## src/rtl/jtdsp16_sio_rx_if.sv

```systemverilog
// rtl/jtdsp16_sio_rx_if.sv - DSP16 serial output port signals (OCK, DO, SADD, OLD)
interface jtdsp16_sio_rx_if;
  logic ock;
  logic sio_do;
  logic sadd;
  logic old;

  modport master (output ock, output sio_do, output sadd, output old);
  modport slave  (input  ock, input  sio_do, input  sadd, input  old);
endinterface

```

## src/rtl/jtdsp16_sio_rx.sv

```systemverilog
// rtl/jtdsp16_sio_rx.sv - DSP16 serial output receiver with left/right steering
module jtdsp16_sio_rx #(
  parameter logic [7:0] ADDR_L = 8'h00,
  parameter logic [7:0] ADDR_R = 8'h01
) (
  input  logic                clk,
  input  logic                rst_n,
  input  logic                cen,
  jtdsp16_sio_rx_if.slave     sio,
  output logic signed [15:0]  left,
  output logic signed [15:0]  right,
  output logic                sample,
  output logic        [15:0]  word,
  output logic        [7:0]   waddr,
  output logic                wvalid,
  output logic                frame_err
);

  typedef enum logic {IDLE, SHIFT} state_t;

  state_t      state, next_state;
  logic        last_ock;
  logic [3:0]  cnt;
  logic [14:0] shift;
  logic [7:0]  ashift;
  logic        got_l;
  logic        rise, start, take, done, abort;

  assign rise = sio.ock && !last_ock;

  always_ff @(posedge clk or negedge rst_n) begin
    if (!rst_n)   state <= IDLE;
    else if (cen) state <= next_state;
  end

  // OLD is sampled as seen at the edge, so an OLD high while shifting aborts the frame
  always_comb begin
    next_state = state;
    start      = 1'b0;
    take       = 1'b0;
    done       = 1'b0;
    abort      = 1'b0;
    case (state)
      IDLE: begin
        if (rise && !sio.old) begin
          start      = 1'b1;
          next_state = SHIFT;
        end
      end
      SHIFT: begin
        if (sio.old) begin
          abort      = 1'b1;
          next_state = IDLE;
        end else if (rise) begin
          take = 1'b1;
          if (cnt == 4'd15) begin
            done       = 1'b1;
            next_state = IDLE;
          end
        end
      end
      default: next_state = IDLE;
    endcase
  end

  always_ff @(posedge clk or negedge rst_n) begin
    if (!rst_n) begin
      last_ock  <= 1'b0;
      cnt       <= 4'd0;
      shift     <= 15'd0;
      ashift    <= 8'd0;
      word      <= 16'd0;
      waddr     <= 8'hFF;
      wvalid    <= 1'b0;
      frame_err <= 1'b0;
    end else if (cen) begin
      last_ock <= sio.ock;
      wvalid   <= 1'b0;
      if (start) begin
        shift  <= {14'd0, sio.sio_do};
        ashift <= {7'd0, sio.sadd};
        cnt    <= 4'd1;
      end else if (take) begin
        shift <= {shift[13:0], sio.sio_do};
        cnt   <= cnt + 4'd1;
        if (cnt < 4'd8) ashift <= {ashift[6:0], sio.sadd};
        if (done) begin
          word   <= {shift, sio.sio_do};
          waddr  <= ashift;
          wvalid <= 1'b1;
        end
      end else if (abort) begin
        cnt       <= 4'd0;
        frame_err <= 1'b1;
      end
    end
  end

  // Steering runs one cen cycle behind wvalid; a stereo pair is a left followed by a right
  always_ff @(posedge clk or negedge rst_n) begin
    if (!rst_n) begin
      left   <= 16'sd0;
      right  <= 16'sd0;
      got_l  <= 1'b0;
      sample <= 1'b0;
    end else if (cen) begin
      sample <= 1'b0;
      if (wvalid) begin
        if (waddr == ADDR_L) begin
          left  <= word;
          got_l <= 1'b1;
        end else if (waddr == ADDR_R) begin
          right <= word;
          if (got_l) begin
            sample <= 1'b1;
            got_l  <= 1'b0;
          end
        end
      end
    end
  end

endmodule
```

## src/flat_wrapper.sv

```systemverilog
// flat-port wrapper written by rule: the top's interface ports become plain ports
module jtdsp16_sio_rx_flat 
#(
  parameter logic [7:0] ADDR_L = 8'h00,
  parameter logic [7:0] ADDR_R = 8'h01
)
  (clk, rst_n, cen, left, right, sample, word, waddr, wvalid, frame_err, sio_ock, sio_sio_do, sio_sadd, sio_old);
  jtdsp16_sio_rx_if sio_i ();
  input  logic clk;
  input  logic rst_n;
  input  logic cen;
  output logic signed [15:0] left;
  output logic signed [15:0] right;
  output logic sample;
  output logic        [15:0] word;
  output logic        [7:0] waddr;
  output logic wvalid;
  output logic frame_err;
  input wire logic [$bits(sio_i.ock)-1:0] sio_ock;
  input wire logic [$bits(sio_i.sio_do)-1:0] sio_sio_do;
  input wire logic [$bits(sio_i.sadd)-1:0] sio_sadd;
  input wire logic [$bits(sio_i.old)-1:0] sio_old;
  assign sio_i.ock = sio_ock;
  assign sio_i.sio_do = sio_sio_do;
  assign sio_i.sadd = sio_sadd;
  assign sio_i.old = sio_old;
  jtdsp16_sio_rx #(.ADDR_L(ADDR_L), .ADDR_R(ADDR_R)) u_core (.clk(clk), .rst_n(rst_n), .cen(cen), .sio(sio_i), .left(left), .right(right), .sample(sample), .word(word), .waddr(waddr), .wvalid(wvalid), .frame_err(frame_err));
endmodule
```

## config.mk

```make
export PLATFORM = sky130hd
export DESIGN_NAME = jtdsp16_sio_rx_flat
export DESIGN_NICKNAME = d
export VERILOG_FILES = /design/src/rtl/jtdsp16_sio_rx_if.sv /design/src/rtl/jtdsp16_sio_rx.sv /design/src/flat_wrapper.sv
export SDC_FILE = /design/constraint.sdc
export NUM_CORES = 1
export LEC_CHECK = 0
export ABC_AREA = 0
export CAP_MARGIN = 30
export CORE_MARGIN = 2
export CORE_UTILIZATION = 54
export CTS_BUF_LIST = sky130_fd_sc_hd__clkbuf_2 sky130_fd_sc_hd__clkbuf_4 sky130_fd_sc_hd__clkbuf_8
export DETAILED_ROUTE_END_ITERATION = 7
export HOLD_SLACK_MARGIN = 0.02
export PLACE_DENSITY = 0.91
export SETUP_SLACK_MARGIN = 0.3
export SLEW_MARGIN = 30
export SYNTH_ARGS = -nofsm -noshare
export SYNTH_HDL_FRONTEND = slang
export SYNTH_SLANG_ARGS = --single-unit
```

## constraint.sdc

```tcl
create_clock -name clk -period 2.4 [get_ports clk]
set_input_delay 0.48 -clock clk [delete_from_list [all_inputs] [get_ports clk]]
set_output_delay 0.48 -clock clk [all_outputs]
set_load 0.01 [all_outputs]
```

==> flow_metrics.env <==
export IMPL_ys_ff_latch=89
export IMPL_gr_usage_all_layers=0.211
export IMPL_critPathKind="reg -> out"
export IMPL_end_kind="output port"
export IMPL_hpwl_mm=4.79
export IMPL_worst_pin_slew_ns=0.581
export IMPL_die_h_microns=84.4
export IMPL_setup_violations=0
export IMPL_synth_area_sq_mm=0.00349
export IMPL_ant_nets=0
export IMPL_wl_per_cell_microns=17.2
export IMPL_ff2ff_setup_slack_ns=0.59
export IMPL_synth_edf_count=0
export IMPL_outcome="completed"
export IMPL_power_static_leakage_nw=2.10
export IMPL_via_count=2214
export IMPL_hold_viol_final=0
export IMPL_root_buffer="clkbuf_8"
export IMPL_post_cts_buffers=0
export IMPL_hold_buffers=0
export IMPL_place_inst=384
export IMPL_crit_chain="clkdlybuf4s50_1"
export IMPL_tritoncts="yes"
export IMPL_cts_resized=0
export IMPL_grt_ovfl_total=0
export IMPL_clock_skew_ns=0.0124
export IMPL_finalMaxSlewViolations=0
export IMPL_cts_buffers=9
export IMPL_fin_cells=400
export IMPL_crit_fanout=3
export IMPL_synth_main_ff_cell="dfrtp_1"
export IMPL_grt_max_degree=47
export IMPL_path_clk_slew_ns=0.09
export IMPL_avgSynthCellArea_sq_um=14.2
export IMPL_cts_buffer_depth=2
export IMPL_finalNetCount=326
export IMPL_p_per_area_mw_per_mm2=660
export IMPL_fmax_ghz=0.513
export IMPL_p_clk_frac=0.365
export IMPL_r2r_start="u_core.waddr[3]$_DFFE_PN1P_"
export IMPL_switching_power_mw=0.749
export IMPL_path_buf_inv=1
export IMPL_clock_tree_htree_level_count=3
export IMPL_first_global_vias=2312
export IMPL_fp_dieArea_sq_mm=0.00713
export IMPL_fillers=438
export IMPL_crit_path_max_incr_delay_ns=0.57
export IMPL_pwr_share_comb=0.071
export IMPL_syn_nets=254
export IMPL_ys_types=33
export IMPL_yosysWarnings=0
export IMPL_finalCritPeriodShare=0.813
export IMPL_routabilityCongestion=0.853
export IMPL_ir_drop_uv=421
export IMPL_cts_sinks=89
export IMPL_power_frac_seq=0.564
export IMPL_clk_latency_ns=0.36
export IMPL_rr_worst_depth=5
export IMPL_setup_tns_ns=0
export IMPL_setup_worst_path_start_class="register"
export IMPL_antenna_cells=0
export IMPL_slew_headroom=0.613
export IMPL_port_buffers=65
export IMPL_fp_coreArea_sq_mm=0.00631
export IMPL_grt_antenna_before_repair=0
export IMPL_arrival_ns=1.47
export IMPL_area_growth_syn_to_layout_pct=27.3
export IMPL_grt_pass1_wl_mm=11.7
export IMPL_drtIter0Drc=120
export IMPL_start_util=0.553
export IMPL_rows=29
export IMPL_via_per_inst=5.54
export IMPL_synthesis_instances=246
export IMPL_min_period_ns=1.95
export IMPL_cp_slowest_cell="clkdlybuf4s50_1"
export IMPL_p_int_mw=2.19
export IMPL_swShare=0.255
export IMPL_synthArstFlopShare=1.00
export IMPL_path_delay_family="buffers and inverters"
export IMPL_ys_seq_area_frac=0.641
export IMPL_rsz0062_at_grt="false"
export IMPL_dr_pass1_iters=4
export IMPL_drive_gt1_frac=0.235
export IMPL_worst_r2r_endpoint="u_core.right[5]$_DFFE_PN0P_"
export IMPL_hp_class="in -> async"
export IMPL_maxCapViolCount=0
export IMPL_dieWidth_microns=84.4
export IMPL_finalWirelength_mm=6.87
export IMPL_io_pins=66
export IMPL_drc=0
export IMPL_worstPathRequired_ns=1.92
==> final cells by class <==
cell class,instances,area (sq um),area share
tap,77,96.3,0.0217
multi-input combinational,137,1140,0.256
clock inverter,6,75.1,0.0169
timing repair buffer,75,736,0.166
clock buffer,10,138,0.0310
inverter,6,22.5,0.00507
sequential,89,2240,0.503
==> routing by layer <==
| metal | GRT usage | share of wire |
|---|---|---|
| met1 | 0.278 | 0.43 |
| met2 | 0.345 | 0.51 |
| met3 | 0.0501 | 0.041 |
| met4 | 0.0750 | 0.022 |
| met5 | 0 | 0 |
==> flip-flops by register name, indices dropped and copies added, names as in the netlist, 4 cells and up <==
name and cells:
u_core.word 16, u_core.cnt 4, u_core.waddr 8, u_core.left 16, u_core.ashift 8, u_core.shift 15
u_core.right 16
==> power by group through the flow <==
stage	combinational, mW	clock (mW)	sequential, mW
3_5_place_dp	0.208	0	1.68
5_1_grt	0.246	1.16	1.67
3_3_place_gp	0.192	0	1.67
6_report	0.209	1.07	1.65
2_1_floorplan	0.126	0	1.66
4_1_cts	0.212	1.09	1.65
==> synth_stat cells (3+ instances only) <==
cell      instances  area [sq um]
buf_6             4          45.0
dfrtp_1          81          2030
a21oi_1           5          25.0
dfstp_2           8           210
o21ai_0          13          65.1
clkbuf_1          4          15.0
nand2b_1          3          18.8
a22o_1           14           123
inv_1             6          22.5
nand2_1          20          75.1
mux2_2           39           439
mux2_1           20           225
buf_2             5          25.0
==> per-stage QoR <==
step | power, mW | cell area, sq um | util | hold WS, ns | worst slack, ns
floorplan | 1.78 | 3490 | - | 0.184 | 0.503
global placement | 1.86 | 4230 | 0.670 | 0.462 | 0.206
detailed placement | 1.89 | 4230 | 0.670 | 0.492 | 0.181
CTS | 2.95 | 4440 | 0.704 | 0.130 | 0.426
global route | 3.07 | 4440 | 0.704 | 0.165 | 0.414
finish | 2.93 | 4440 | 0.704 | 0.119 | 0.450
==> worst max path at each step <==
stage                                            from                          to  slack (ns)  cells past startpoint
after floorplan                                   cen  u_core.word[0]$_DFFE_PN0P_        0.50                      7
after detailed placement                          cen  u_core.word[9]$_DFFE_PN0P_        0.18                      6
after CTS                 u_core.waddr[0]$_DFFE_PN1P_                    waddr[0]        0.43                      1
after global routing      u_core.waddr[4]$_DFFE_PN1P_                    waddr[4]        0.41                      1
final                     u_core.waddr[0]$_DFFE_PN1P_                    waddr[0]        0.45                      1
after global placement                            cen  u_core.word[8]$_DFFE_PN0P_        0.21                      6
==> placed cells by master (no fill, tap or decap), types with 2 or more instances in the layout <==
master	Yosys	routed
mux2_1	20	20
dfstp_2	8	8
a21o_1	2	2
o22ai_1	2	2
a22o_1	14	14
nand4_1	2	2
inv_1	6	6
nand2_1	20	20
mux2_2	39	39
a21oi_1	5	5
clkinv_4	0	2
o21ai_0	13	13
clkbuf_8	0	10
buf_4	1	10
nor4_1	2	2
clkdlybuf4s50_1	0	64
nand2b_1	3	3
dfrtp_1	81	81
==> cell families after synthesis <==
| kind of cell | count (synthesis) | share of synthesized area |
|---|---|---|
| flip-flops | 89 | 0.641 |
| adder cells (fa/ha/maj) | 1 | 0.00358 |
| AND/OR/NAND/NOR | 38 | 0.0577 |
| buffers and inverters | 20 | 0.0330 |
| AO/OA/AOI/OAI | 39 | 0.0749 |
| multiplexers | 59 | 0.190 |
Note: power is estimated with default switching activity, not from simulation.
